`src/rtl/wb_pkg.sv`:
```
// -----------------------------------------------------------------------------
// wb_pkg
// Shared definitions for the CPU-to-Wishbone bridge: the bridge state encoding,
// the default read data returned for an aborted cycle, and the width of the
// no-responder timeout counter.
// No ports (package).
// -----------------------------------------------------------------------------
package wb_pkg;

    typedef enum logic [1:0] {
        IDLE = 2'd0,
        BUS  = 2'd1,
        DONE = 2'd2
    } wb_state_t;

    localparam logic [31:0] WB_ERR_DATA_DEFAULT = 32'hDEAD_BEEF;

    localparam int WB_TO_CTR_W = 8;

endpackage

```
`src/rtl/wb_timeout_ctr.sv`:
```
// -----------------------------------------------------------------------------
// wb_timeout_ctr
// Counts Wishbone bus cycles that pass without an acknowledge so the bridge can
// give up on an address nobody decodes.
// Ports:
//   clk    in   system clock, rising edge
//   rst    in   asynchronous reset, active-low
//   clear  in   zero the count (bridge entering a new bus cycle)
//   en     in   advance the count by one this cycle
//   last   in   terminal value to compare against
//   tc     out  count currently equals last
// -----------------------------------------------------------------------------
module wb_timeout_ctr
    import wb_pkg::*;
#(
    parameter int W = WB_TO_CTR_W
) (
    input  logic         clk,
    input  logic         rst,
    input  logic         clear,
    input  logic         en,
    input  logic [W-1:0] last,
    output logic         tc
);

    logic [W-1:0] count;

    // Clear has priority so a fresh cycle always starts from zero.
    always_ff @(posedge clk or negedge rst) begin
        if (!rst) begin
            count <= '0;
        end else if (clear) begin
            count <= '0;
        end else if (en) begin
            count <= count + 1'b1;
        end
    end

    assign tc = (count == last);

endmodule

```
`src/rtl/wb_master_bridge.sv`:
```
// -----------------------------------------------------------------------------
// wb_master_bridge
// Turns a single-cycle CPU load/store request into one classic Wishbone read or
// write cycle. The request is registered on accept, cyc_o/stb_o are held until
// the responder acks, read data is captured and a one-cycle cpu_done pulse is
// returned. Requests arriving while busy are dropped.
//
// Optional feature macro: WB_TIMEOUT_EN
//   When defined, a bus cycle with no ack for TIMEOUT_CYCLES cycles is aborted:
//   cpu_done is raised with cpu_err=1 and reads return ERR_DATA. An ack on the
//   expiry cycle still completes normally. When undefined, the bridge waits
//   forever and cpu_err is constant 0.
//
// Ports:
//   clk        in   system clock, rising edge
//   rst        in   asynchronous reset, active-low
//   cpu_req    in   request strobe, sampled only while idle
//   cpu_we     in   1=store, 0=load
//   cpu_adr    in   byte address [31:0]
//   cpu_dat_w  in   store data [31:0]
//   cpu_sel    in   byte lanes [3:0]
//   cpu_busy   out  bridge not idle
//   cpu_done   out  one-cycle completion pulse
//   cpu_dat_r  out  load data, held until the next load completes
//   cpu_err    out  completion was an abort
//   adr_o      out  Wishbone word address
//   dat_o      out  Wishbone write data
//   sel_o      out  Wishbone byte selects
//   we_o       out  Wishbone write enable
//   cyc_o      out  Wishbone cycle
//   stb_o      out  Wishbone strobe (same as cyc_o)
//   dat_i      in   Wishbone read data
//   ack_i      in   Wishbone acknowledge (may combinationally follow stb_o)
// -----------------------------------------------------------------------------
module wb_master_bridge
    import wb_pkg::*;
#(
    parameter int          TIMEOUT_CYCLES = 16,
    parameter logic [31:0] ERR_DATA       = WB_ERR_DATA_DEFAULT
) (
    input  logic        clk,
    input  logic        rst,
    input  logic        cpu_req,
    input  logic        cpu_we,
    input  logic [31:0] cpu_adr,
    input  logic [31:0] cpu_dat_w,
    input  logic [3:0]  cpu_sel,
    output logic        cpu_busy,
    output logic        cpu_done,
    output logic [31:0] cpu_dat_r,
    output logic        cpu_err,
    output logic [31:0] adr_o,
    output logic [31:0] dat_o,
    output logic [3:0]  sel_o,
    output logic        we_o,
    output logic        cyc_o,
    output logic        stb_o,
    input  logic [31:0] dat_i,
    input  logic        ack_i
);

    wb_state_t state;
    wb_state_t state_next;
    logic      accept;
    logic      ack_bus;
    logic      abort;
    logic      expire;
    logic      err_q;

`ifdef WB_TIMEOUT_EN
    localparam logic [WB_TO_CTR_W-1:0] TIMEOUT_LAST = WB_TO_CTR_W'(TIMEOUT_CYCLES - 1);

    // Counter restarts on every accept and only advances on unacknowledged
    // bus cycles, so terminal count lands on the last allowed strobe cycle.
    wb_timeout_ctr #(
        .W (WB_TO_CTR_W)
    ) u_timeout_ctr (
        .clk   (clk),
        .rst   (rst),
        .clear (accept),
        .en    ((state == BUS) && !ack_i),
        .last  (TIMEOUT_LAST),
        .tc    (expire)
    );
`else
    assign expire = 1'b0;
`endif

    // The two low address bits never reach the bus and the timeout length only
    // matters when the timeout feature is built in.
    logic unused_ok;
    assign unused_ok = ^cpu_adr[1:0] ^ (TIMEOUT_CYCLES != 0);

    // State register.
    always_ff @(posedge clk or negedge rst) begin
        if (!rst) begin
            state <= IDLE;
        end else begin
            state <= state_next;
        end
    end

    // Next state plus the single-cycle strobes that steer the datapath.
    // An ack always wins over a simultaneous timeout expiry.
    always_comb begin
        state_next = state;
        accept     = 1'b0;
        ack_bus    = 1'b0;
        abort      = 1'b0;
        case (state)
            IDLE: begin
                if (cpu_req) begin
                    accept     = 1'b1;
                    state_next = BUS;
                end
            end
            BUS: begin
                if (ack_i) begin
                    ack_bus    = 1'b1;
                    state_next = DONE;
                end else if (expire) begin
                    abort      = 1'b1;
                    state_next = DONE;
                end
            end
            DONE: begin
                state_next = IDLE;
            end
            default: begin
                state_next = IDLE;
            end
        endcase
    end

    // Bus-side request registers load on accept and stay put for the whole
    // cycle. Read data updates only when a load finishes; stores leave it
    // alone. err_q is high exactly during the DONE that follows an abort.
    always_ff @(posedge clk or negedge rst) begin
        if (!rst) begin
            adr_o     <= '0;
            dat_o     <= '0;
            sel_o     <= '0;
            we_o      <= 1'b0;
            cpu_dat_r <= '0;
            err_q     <= 1'b0;
        end else begin
            if (accept) begin
                adr_o <= {cpu_adr[31:2], 2'b00};
                dat_o <= cpu_dat_w;
                sel_o <= cpu_sel;
                we_o  <= cpu_we;
            end
            if (ack_bus && !we_o) begin
                cpu_dat_r <= dat_i;
            end else if (abort && !we_o) begin
                cpu_dat_r <= ERR_DATA;
            end
            err_q <= abort;
        end
    end

    assign cpu_busy = (state != IDLE);
    assign cpu_done = (state == DONE);
    assign cyc_o    = (state == BUS);
    assign stb_o    = (state == BUS);
    assign cpu_err  = err_q;

endmodule
```
`config.mk`:
```
export PLATFORM = sky130hd
export DESIGN_NAME = wb_master_bridge
export DESIGN_NICKNAME = d
export VERILOG_FILES = /design/src/rtl/wb_pkg.sv /design/src/rtl/wb_timeout_ctr.sv /design/src/rtl/wb_master_bridge.sv
export SDC_FILE = /design/constraint.sdc
export NUM_CORES = 1
export LEC_CHECK = 0
export ABC_AREA = 1
export BUFFER_PORTS_ARGS = -buffer_cell sky130_fd_sc_hd__buf_4
export CAP_MARGIN = 20
export CORE_MARGIN = 2
export CORE_UTILIZATION = 30
export CTS_BUF_LIST = sky130_fd_sc_hd__clkbuf_8 sky130_fd_sc_hd__clkbuf_16
export CTS_CLUSTER_DIAMETER = 50
export DETAILED_ROUTE_END_ITERATION = 16
export SYNTH_ARGS = -nofsm -noshare
export SYNTH_HDL_FRONTEND = slang
export SYNTH_SLANG_ARGS = --single-unit
```
`constraint.sdc`:
```
create_clock -name clk -period 1.1 [get_ports clk]
set_input_delay 0.165 -clock clk [delete_from_list [all_inputs] [get_ports clk]]
set_output_delay 0.165 -clock clk [all_outputs]
set_load 0.03 [all_outputs]
```
# Word-level counts from Yosys, hierarchy flattened
# Index checks and enable logic that the tools add are counted.
# totals
register_bits	101
latch_bits	0
ram_bits	0
mem_bits_ro	0
input_bits	105
output_inout_bits	106
word_cells	23
memories	0
# op_classes
addsub	0
mul	0
n_div	0
order_cmp	0
n_eq_ne	4
shifts	0
n_mux	8
n_bitwise	0
reduce_logical	5
# op_table
op	n
$mux 32	1
$mux 1	4
$mux 2	2
$pmux 2 s2	1
$eq 2x1->1 const B	1
$eq 2x2->1 const B	1
$logic_not 2->1	1
$ne 2x1->1 const B	1
$ne 2x2->1 const B	1
$reduce_and 2->1	1
$reduce_bool 2->1	1
$logic_and 1x1->1	1
$logic_not 1->1	1

# Depth between registers and ports, before layout
# logic_depth
depth_word	4
ltp_mapped	6
ltp_nobuf	4

# Least setup slack after synthesis
# OpenSTA, ideal clock, no wires.
# synth_timing
path_type	register to output
start	reg state[0]
end	out stb_o
arrival_ps	1117
slack_ps	-182
stages_incl_launch_ff	5
n_path_buf	2
cell_sequence	dfrtp_1 -> inv_1 -> nor2_4 -> buf_2 -> buf_4
# synth_via
elab_chain_cells	1
# synth_lines
item	line_no	text
start: declaration	wb_master_bridge.sv:62	wb_state_t state;
start signal: assignment	wb_master_bridge.sv:99	state <= state_next;
$eq 2x1->1	--	
end: declaration	wb_master_bridge.sv:57	output logic stb_o,
# No other way between the ends.

# Worst setup path after layout
# layout_timing
start	reg state[0]
end	out cpu_busy
# layout_via
elab_chain_cells	1
# layout_lines
item	line_no	text
$reduce_bool 2->1	wb_master_bridge.sv:162	assign cpu_busy = (state != IDLE);
end: declaration	wb_master_bridge.sv:48	output logic cpu_busy,
# No other way between the ends.

==> impl_summary.log <==
INFO  metric die-width = 120.6 um
INFO  metric insertedDiodeCount = 0
INFO  metric ioPinCount = 211
INFO  metric powerDensity = 2924 nW/um^2
INFO  metric final_critical_path_setup_slack = -301.0 ps
INFO  metric crit_required = 940 ps
INFO  metric crit_type = flop to output port
INFO  metric grt_use_met1 = 0.2209
INFO  metric io_buffers = 205
INFO  metric synth_area_leaders = sky130_fd_sc_hd__dfrtp_1 62%, sky130_fd_sc_hd__nand2_1 18%, sky130_fd_sc_hd__nand3_1 8.2%, sky130_fd_sc_hd__nand4_1 5.1%, sky130_fd_sc_hd__buf_2 2.3%
INFO  metric core_region_area = 13240 sq um
INFO  metric placement_rows = 42
INFO  metric hold-path-endpoint = sel_o[0]
INFO  metric grt_util_all_layers = 0.1718
INFO  metric cp-start-kind = flop
INFO  metric period_share = 1.274
INFO  metric nets = 799
INFO  metric timing.max_cap.violations = 0
INFO  metric worst_hold_startpoint = cpu_sel[0]
INFO  metric grt_max_degree = 56
INFO  metric violations = setup timing
INFO  metric cts-root-to-sink-buffers = 2
INFO  metric reg2reg_setup_slack = -270 ps
INFO  metric reg2reg_depth = 7
INFO  metric synth.most_common_cell = sky130_fd_sc_hd__nand2_1
INFO  metric place.gp.congestion = 0.7566
INFO  metric crit-reg2reg-launch = state[0]
INFO  metric tritoncts.num_buffers = 9
INFO  metric synthesis.area = 4080 sq um
INFO  metric synth_area_leader_cell = sky130_fd_sc_hd__dfrtp_1
INFO  metric fraction_of_final_layout_cells_with_drive_strength_greater_than_1 = 0.4155
INFO  metric vdd_ir_drop_max = 0.001335 V
INFO  metric fin_crit = 1401 ps
INFO  metric globalRouteMet3Util = 0.05094
INFO  metric routed_vias_inst = 4.640
INFO  metric setup_viol = 105
INFO  metric critical_path_peak_fanout = 3
INFO  metric vias = 4055
INFO  metric antenna_violating_nets_post_route = 0
INFO  metric global_route_wire_length_before_repair = 19.91 mm
INFO  metric die_height = 120.6 um
INFO  metric cts.htree.levels = 3
INFO  metric vias_in_the_first_global_route = 3870
INFO  metric status = complete, but fails checks
INFO  metric worst_setup_hold_path_clk_slew = 70 ps
INFO  metric yosys_most_used_dff = sky130_fd_sc_hd__dfrtp_1
INFO  metric clock-root-buffer = sky130_fd_sc_hd__clkbuf_16
INFO  metric cp_data_arrival_time = 1240 ps
INFO  metric top_usage_layer = met2
INFO  metric synthesis.instances = 451
INFO  metric antenna_found_initial = 0
INFO  metric synth_cell_types = 13
INFO  metric dp.final_hpwl = 8.194 mm
INFO  metric async_reset_ff_frac = 1.000
INFO  metric syn_to_final_growth = 68.87%
INFO  metric synth_enable_flop_cells = 0
INFO  metric finClkSkew = 3.847 ps
INFO  metric hold_depth = 3
INFO  metric finalMaxSlewViolations = 0
INFO  metric critPathCaptureType = output port
INFO  metric grt_overflow = 0
INFO  metric startpoint = state[0]
INFO  metric grt.met2_usage = 0.2772
INFO  metric dp_worst_setup_slack = -136.7 ps
INFO  metric cellLeakagePower = 3.772 nW
INFO  metric synth.ff_latch_count = 101
INFO  metric clock_tree_from_tritoncts = yes
INFO  metric detailedRoute.firstPassIterationCount = 4
INFO  metric die_area = 14550 sq um
INFO  metric yosysSeqAreaShare = 0.6194
INFO  metric yosys_warnings = 0
INFO  metric synth_largest_type_area_fraction = 0.6194
INFO  metric start_util = 0.3081
INFO  metric report.final.hold_viol_count = 0
INFO  metric post_synth.cell_area_avg = 9.047 sq um
INFO  metric insertion_delay = 340 ps
INFO  metric netlist_top_cells_count = 200 x sky130_fd_sc_hd__nand2_1, 101 x sky130_fd_sc_hd__dfrtp_1, 67 x sky130_fd_sc_hd__nand3_1, 33 x sky130_fd_sc_hd__nand4_1, 19 x sky130_fd_sc_hd__buf_2
INFO  metric routed_wire_length_per_instance = 15.24 um
INFO  metric max_freq = 0.7138 GHz
INFO  metric clock_sink_count = 101
INFO  metric reg2reg_to = dat_o[6]
INFO  metric report.power.total = 20.15 mW
INFO  metric drt_iter0_drc = 226
INFO  metric totalWireLength = 13.32 mm
INFO  metric grt_setup_unrepaired = true
INFO  metric route.detailed.drc = 0
INFO  metric hold_class = input port to flop
==> routing by layer <==
layer  vias up  wire length, um
li1       1951                -
met1      1917             5390
met2       176             6605
met3        11             1159
met4         0              161
met5         -                0
==> worst max path at each step <==
| stage | endpoint | slack (ps) | cells after the start |
|---|---|---|---|
| after floorplan | cpu_dat_r[0] | -40 | 5 |
| after global placement | adr_o[5] | -110 | 5 |
| after detailed placement | adr_o[10] | -140 | 5 |
| after CTS | cpu_busy | -340 | 4 |
| after global routing | cpu_busy | -360 | 4 |
| final | cpu_busy | -300 | 4 |
==> repair_timing <==
item	4_1_cts	5_1_grt
hold buffers	1	0
gates cloned	5	10
setup buffers	9	12
hold endpoints to repair	101	0
endpoints found under the setup margin	104	126
pin swaps	9	15
resized for setup	21	22
==> registers in the layout (all words and copies together), names as in the netlist <==
name,cells
state,2
dat_o,32
sel_o,4
adr_o,30
cpu_dat_r,32
we_o,1
==> area by class of cell <==
type / instances / area (sq um)
multi-input cells: 309 / 1375
fillers: 1206 / 6352
inverters: 5 / 23.77
well taps: 176 / 220.2
clock buffers: 12 / 266.5
repair buffers: 268 / 2461
flip-flops and latches: 101 / 2531
clock inverters: 3 / 12.51
==> power breakdown <==
group	internal, mW	leakage, nW	total [mW]	switching [mW]
clock network	1.69	0.147	2.99	1.30
registers	5.31	1.25	6.27	0.966
logic	4.59	2.38	10.9	6.30
==> logic make-up after synthesis <==
kind of cell	after synthesis	share of synthesized area
and+or+nand+nor	305	0.3260
DFF	101	0.6194
other	1	0.0009191
buffers and inverters	44	0.05366
==> stage by stage <==
step                      cells  setup TNS [ps]  area [sq um]  hold slack (ps)    util
final                       874          -22690          6890            49.36  0.5203
after floorplan             453           -1367          4113           -130.6       -
after global routing        874          -30450          6890            43.33  0.5203
after global placement      823           -4511          5972            177.6  0.4510
after detailed placement    823           -6017          5972            186.9  0.4510
after CTS                   853          -16390          6525            35.56  0.4927
==> worst max-delay path: stages, from the launching register on <==
cell and delay (ps):
sky130_fd_sc_hd__dfrtp_2 440, sky130_fd_sc_hd__nor2_4 170, sky130_fd_sc_hd__buf_12 130, sky130_fd_sc_hd__inv_4 30, sky130_fd_sc_hd__buf_6 120
==> cell usage in the layout, fill, tap and decap left out, drive strengths merged <==
cell | Yosys | layout
buf | 27 | 260
nand2 | 201 | 202
dfrtp | 101 | 101
nand3 | 67 | 67
nand4 | 33 | 33
clkbuf | 12 | 18
inv | 5 | 7
conb | 1 | 3
nor2 | 3 | 3
nor3 | 1 | 1
clkinv | 0 | 1
bufbuf | 0 | 1
dlygate4sd3 | 0 | 1
Note: power is estimated with default switching activity, not from simulation.
